==> src/rtl/multiword_add_sequencer.sv <==
// Multi-precision add/subtract that reuses one 5-bit ripple-carry adder, one slice per clock, LSB first.
// Optional signed-overflow output Ovf is compiled in when SEQ_OVF_EN is defined.

module mws_fa (
  input  logic A,
  input  logic B,
  input  logic Cin,
  output logic S,
  output logic Cout
);
  assign S    = A ^ B ^ Cin;
  assign Cout = (A & B) | (Cin & (A ^ B));
endmodule

module mws_rca5 (
  input  logic [4:0] A,
  input  logic [4:0] B,
  input  logic       Cin,
  output logic [4:0] S,
  output logic       Cout
);
  logic [5:0] w_c;

  assign w_c[0] = Cin;
  assign Cout   = w_c[5];

  mws_fa u_fa [4:0] (
    .A    (A),
    .B    (B),
    .Cin  (w_c[4:0]),
    .S    (S),
    .Cout (w_c[5:1])
  );
endmodule

module multiword_add_sequencer #(
  parameter int NWORDS = 4
) (
  input  logic                  CLK,
  input  logic                  RSTn,
  input  logic                  Start,
  input  logic                  Sub,
  input  logic [5*NWORDS-1:0]   A,
  input  logic [5*NWORDS-1:0]   B,
  output logic                  Busy,
  output logic                  Done,
  output logic [5*NWORDS-1:0]   S,
`ifdef SEQ_OVF_EN
  output logic                  Ovf,
`endif
  output logic                  Cout
);
  localparam int KW = (NWORDS > 1) ? $clog2(NWORDS) : 1;

  typedef enum logic [1:0] {IDLE, RUN, DONE} state_t;

  state_t                 r_state, w_next;
  logic [NWORDS-1:0][4:0] r_opa, r_opb, r_work, w_final;
  logic [KW-1:0]          r_k;
  logic                   r_sub, r_carry, r_cout;
  logic [5*NWORDS-1:0]    r_s;
  logic [4:0]             w_a, w_b, w_s;
  logic                   w_co, w_last, w_start;

  assign w_a     = r_opa[r_k];
  assign w_b     = r_opb[r_k] ^ {5{r_sub}};
  assign w_last  = (r_k == KW'(NWORDS-1));
  assign w_start = Start && (r_state != RUN);

  mws_rca5 u_add (
    .A    (w_a),
    .B    (w_b),
    .Cin  (r_carry),
    .S    (w_s),
    .Cout (w_co)
  );

  // Final result merges the slice being produced this cycle with the stored lower slices.
  always_comb begin
    w_final      = r_work;
    w_final[r_k] = w_s;
  end

  always_comb begin
    w_next = r_state;
    case (r_state)
      IDLE:    if (Start) w_next = RUN;
      RUN:     if (w_last) w_next = DONE;
      DONE:    w_next = Start ? RUN : IDLE;
      default: w_next = IDLE;
    endcase
  end

  always_ff @(posedge CLK or negedge RSTn) begin
    if (!RSTn) r_state <= IDLE;
    else       r_state <= w_next;
  end

  always_ff @(posedge CLK or negedge RSTn) begin
    if (!RSTn) begin
      r_opa   <= '0;
      r_opb   <= '0;
      r_work  <= '0;
      r_sub   <= 1'b0;
      r_carry <= 1'b0;
      r_k     <= '0;
      r_s     <= '0;
      r_cout  <= 1'b0;
    end else if (w_start) begin
      r_opa   <= A;
      r_opb   <= B;
      r_sub   <= Sub;
      r_carry <= Sub;
      r_k     <= '0;
    end else if (r_state == RUN) begin
      r_work[r_k] <= w_s;
      r_carry     <= w_co;
      if (w_last) begin
        r_s    <= w_final;
        r_cout <= w_co;
      end else begin
        r_k <= r_k + 1'b1;
      end
    end
  end

`ifdef SEQ_OVF_EN
  logic r_ovf;
  // w_b already carries the Sub inversion, so its MSB is the effective B sign.
  always_ff @(posedge CLK or negedge RSTn) begin
    if (!RSTn)
      r_ovf <= 1'b0;
    else if (!w_start && r_state == RUN && w_last)
      r_ovf <= (w_a[4] == w_b[4]) && (w_s[4] != w_a[4]);
  end
  assign Ovf = r_ovf;
`endif

  assign Busy = (r_state == RUN);
  assign Done = (r_state == DONE);
  assign S    = r_s;
  assign Cout = r_cout;
endmodule

==> config.mk <==
export PLATFORM = sky130hd
export DESIGN_NAME = multiword_add_sequencer
export DESIGN_NICKNAME = d
export VERILOG_FILES = /design/src/rtl/multiword_add_sequencer.sv
export SDC_FILE = /design/constraint.sdc
export NUM_CORES = 1
export LEC_CHECK = 0
export BUFFER_PORTS_ARGS = -buffer_cell sky130_fd_sc_hd__clkbuf_2
export CORE_MARGIN = 2
export CORE_UTILIZATION = 50
export DETAILED_ROUTE_END_ITERATION = 8
export PLACE_DENSITY_LB_ADDON = 0.2
export SYNTH_ARGS = -nofsm -noshare
export SYNTH_HDL_FRONTEND = slang
export SYNTH_SLANG_ARGS = --single-unit
export TNS_END_PERCENT = 30
==> constraint.sdc <==
create_clock -name CLK -period 3.3 [get_ports CLK]
set_input_delay 0.66 -clock CLK [delete_from_list [all_inputs] [get_ports CLK]]
set_output_delay 0.66 -clock CLK [all_outputs]
set_load 0.02 [all_outputs]
==> run_results.csv <==
group,metric,value,unit
critical_path,reg2reg_depth,11,
cts,cts_sinks,82,
critical_path,cp_max_fo,7,
sta,fin_ws,-0.00572,ns
synth,yosys.area.top_type_share,0.550,
critical_path,reg2reg_from,"r_k[0]",
outcome,status,"finished, violations left",
synth,ys_seq_elements,82,
synth,ys_warn_count,0,
critical_path,required,3.53,ns
placement,post_dp_cell_area,0.00412,mm^2
sta,post-route-min-period,3.31,ns
layout,layout.nets,392,
die,ios,67,
cts,cts.clk_slew.worst_paths,0.08,ns
cts,numCtsBuffers,9,
routing,drc,0,
synth,synthXorXnorAreaFrac,0.0117,
die,placementRows,31,
cts,htree_levels,3,
critical_path,startpoint,"r_k[0]",
critical_path,cp-end-kind,"register",
critical_path,start_kind,"register",
global_routing,grt_pass1_vias,2270,
routing,wl_per_cell,14.6,um
die,start_util,0.514,
critical_path,crit_arrival,3.54,ns
layout,syn2layout_area_growth,15.1,%
global_routing,grt_pass1_wl,11200,um
routing,wl,6460,um
synth,synth_compound_area_frac,0.0483,
layout,stdcell_area,0.00429,mm^2
routing,vias_per_cell,5.02,
critical_path,r2r_end,"r_work[14]",
sta,worst_pin_slew,0.996,ns
placement,gp_congestion,0.774,
synth,synth-simple-area-share,0.0496,
placement,hpwl,4610,um
synth,syn_area,0.00373,mm^2
die,core,0.00725,mm^2
synth,ys_seq_area_frac,0.550,
routing,drtPass1Iterations,4,
routing,ant_nets,0,
synth,synth_fa_ha_area_frac,0.0403,
critical_path,rrSetupSlack,-0.006,ns
cts,cts_tree,"yes",
sta,fin_skew,0.00748,ns
synth,synth_top_area_cell,"dfrtp_1",
job,max_cap_viol_count,0,
placement,numPortBuffers,66,
die,die_area,0.00817,mm^2
synth,ys_types,24,
sta,slew_violations,0,
synth,synth_top_family_by_area,"multiplexers",
critical_path,crit_path_cell_trace,"mux4_2 > xnor2_2 > fa_2 > fa_2 > inv_2 > fa_1 > inv_1 > fa_2 > inv_2 > fa_2 > mux2_4",
synth,synthTopCellsByArea,"dfrtp_1 55%, mux2_2 15%, mux4_1 4.9%",
synth,syn-num-nets,328,
sta,fin_crit_sh,1.00,
synth,synth.area.mux_share,0.256,
global_routing,grt_antenna_before_repair,0,
cts,clk_latency,0.34,ns
layout,drive_gt1_frac,0.426,
min_path,hold_class,"in2async",
cts,clockRootBuffer,"clkbuf_8",
critical_path,path_common_cell,"fa_2",
routing,dr_total_vias,2221,
synth,syn-instance-count,275,
sta,finalHoldViolations,0,
synth,syn-mean-instance-area,13.6,um^2
global_routing,grt_usage,0.175,
routing,drt_iter0_markers,67,
outcome,violations,"negative setup slack",
layout,diodes,0,
critical_path,criticalPathCategory,"reg2reg",
sta,slew_headroom,0.336,
sta,finalSetupViolations,1,
critical_path,slowest_delay,0.54,ns
critical_path,setup.worst_path.end,"r_work[14]",
global_routing,grt_max_degree,83,
die,fp.dieH,90.4,um
global_routing,grt-ovfl-total,0,
sta,rsz0062_at_grt,"yes",
die,die_w,90.4,um
cts,clk_path_buf_depth,2,
critical_path,cp_slowest_cell,"mux4_2",
sta,fmax,0.303,GHz
cells in the mapped netlist:
library cell and number:
nor2b_1 1, mux2i_1 13, nand3b_1 4, mux2_2 51
nand2_1 31, fa_1 5, nor2_1 2, mux4_1 7
nand2b_4 1, buf_6 5, a21oi_1 2, buf_1 1
o21ai_0 32, inv_1 14, nand2_4 1, dfrtp_1 82
clkbuf_1 2, xor2_1 2, ha_1 4, buf_2 7
mux4_2 3, xnor2_1 3, buf_4 1, a221o_1 1
sequential cells by signal (all words and copies together), names as in the netlist:
signal / cells
r_work: 15
Cout: 1
r_sub: 1
r_carry: 1
S: 20
r_state: 2
r_opb: 20
r_k: 2
r_opa: 20
cell families after synthesis:
kind of cell             after synthesis
flip-flops                            82
buffers and inverters                 30
XOR/XNOR                               5
AND/OR/NAND/NOR                       40
adder cells (fa/ha/maj)                9
AO/OA/AOI/OAI                         35
multiplexers                          74
per-layer routing:
metal	GRT usage	routed length (um)	vias to the layer above
met5	0	0	-
met4	0.0705	108	0
met2	0.272	3030	53
li1	-	-	1077
met3	0.0442	374	10
met1	0.237	2950	1081
layout make-up:
cell class,count,area [um^2]
clock buffer,12,155
sequential,82,2050
clock inverter,3,15.0
tap,99,124
multi-input combinational,163,1540
fill,606,2960
timing repair buffer,69,359
inverter,14,52.6
cells in the final DEF, fill, tap and decap left out, drive strengths merged:
cell type | synthesis | final
a21oi | 2 | 2
a221o | 1 | 1
buf | 14 | 4
clkbuf | 2 | 77
clkinv | 0 | 3
dfrtp | 82 | 82
fa | 5 | 5
ha | 4 | 4
inv | 14 | 14
mux2 | 51 | 51
mux2i | 13 | 13
mux4 | 10 | 10
nand2 | 32 | 32
nand2b | 1 | 1
nand3b | 4 | 4
nor2 | 2 | 2
nor2b | 1 | 1
o21ai | 32 | 32
xnor2 | 3 | 3
xor2 | 2 | 2
worst max-delay path, delay by kind of cell (launching register included):
kind / cells / cell delay [ns]
adders and majority gates: 5 / 1.66
muxes: 2 / 0.83
DFF: 1 / 0.38
buffers and inverters: 3 / 0.17
xor gates and xnor gates: 1 / 0.16
worst min path at each step:
stage | startpoint | slack [ns] | depth (start not counted) | endpoint
after detailed placement | r_work[6] | 0.47 | 2 | r_work[6]
final | RSTn | 0.47 | 1 | S[16]
after global routing | S[6] | 0.50 | 2 | S[6]
after floorplan | RSTn | 0.36 | 0 | Cout
after CTS | r_work[11] | 0.48 | 2 | r_work[11]
after global placement | r_work[11] | 0.46 | 2 | r_work[11]
metrics by stage:
| step | setup TNS [ns] | hold slack [ns] | instances | worst slack, ns | util |
|---|---|---|---|---|---|
| floorplan | -0.807 | 0.364 | 275 | -0.146 | - |
| finish | -0.00572 | 0.472 | 442 | -0.00572 | 0.592 |
| global route | -1.00 | 0.502 | 442 | -0.157 | 0.592 |
| detailed placement | -0.0727 | 0.465 | 427 | -0.0247 | 0.568 |
| CTS | -0.00537 | 0.483 | 442 | -0.00537 | 0.592 |
| global placement | 0 | 0.457 | 427 | 0.0212 | 0.568 |
repair_timing:
action                                  CTS  global route
cloned                                    0             0
pin swaps                                 3             0
endpoints found under the setup margin    7             7
hold buffers                              0             0
resized for setup                         0             2
setup buffers                             0             0
Power is not shown: default switching activity piles up to over one toggle a cycle in this logic, so the estimate is an artifact.
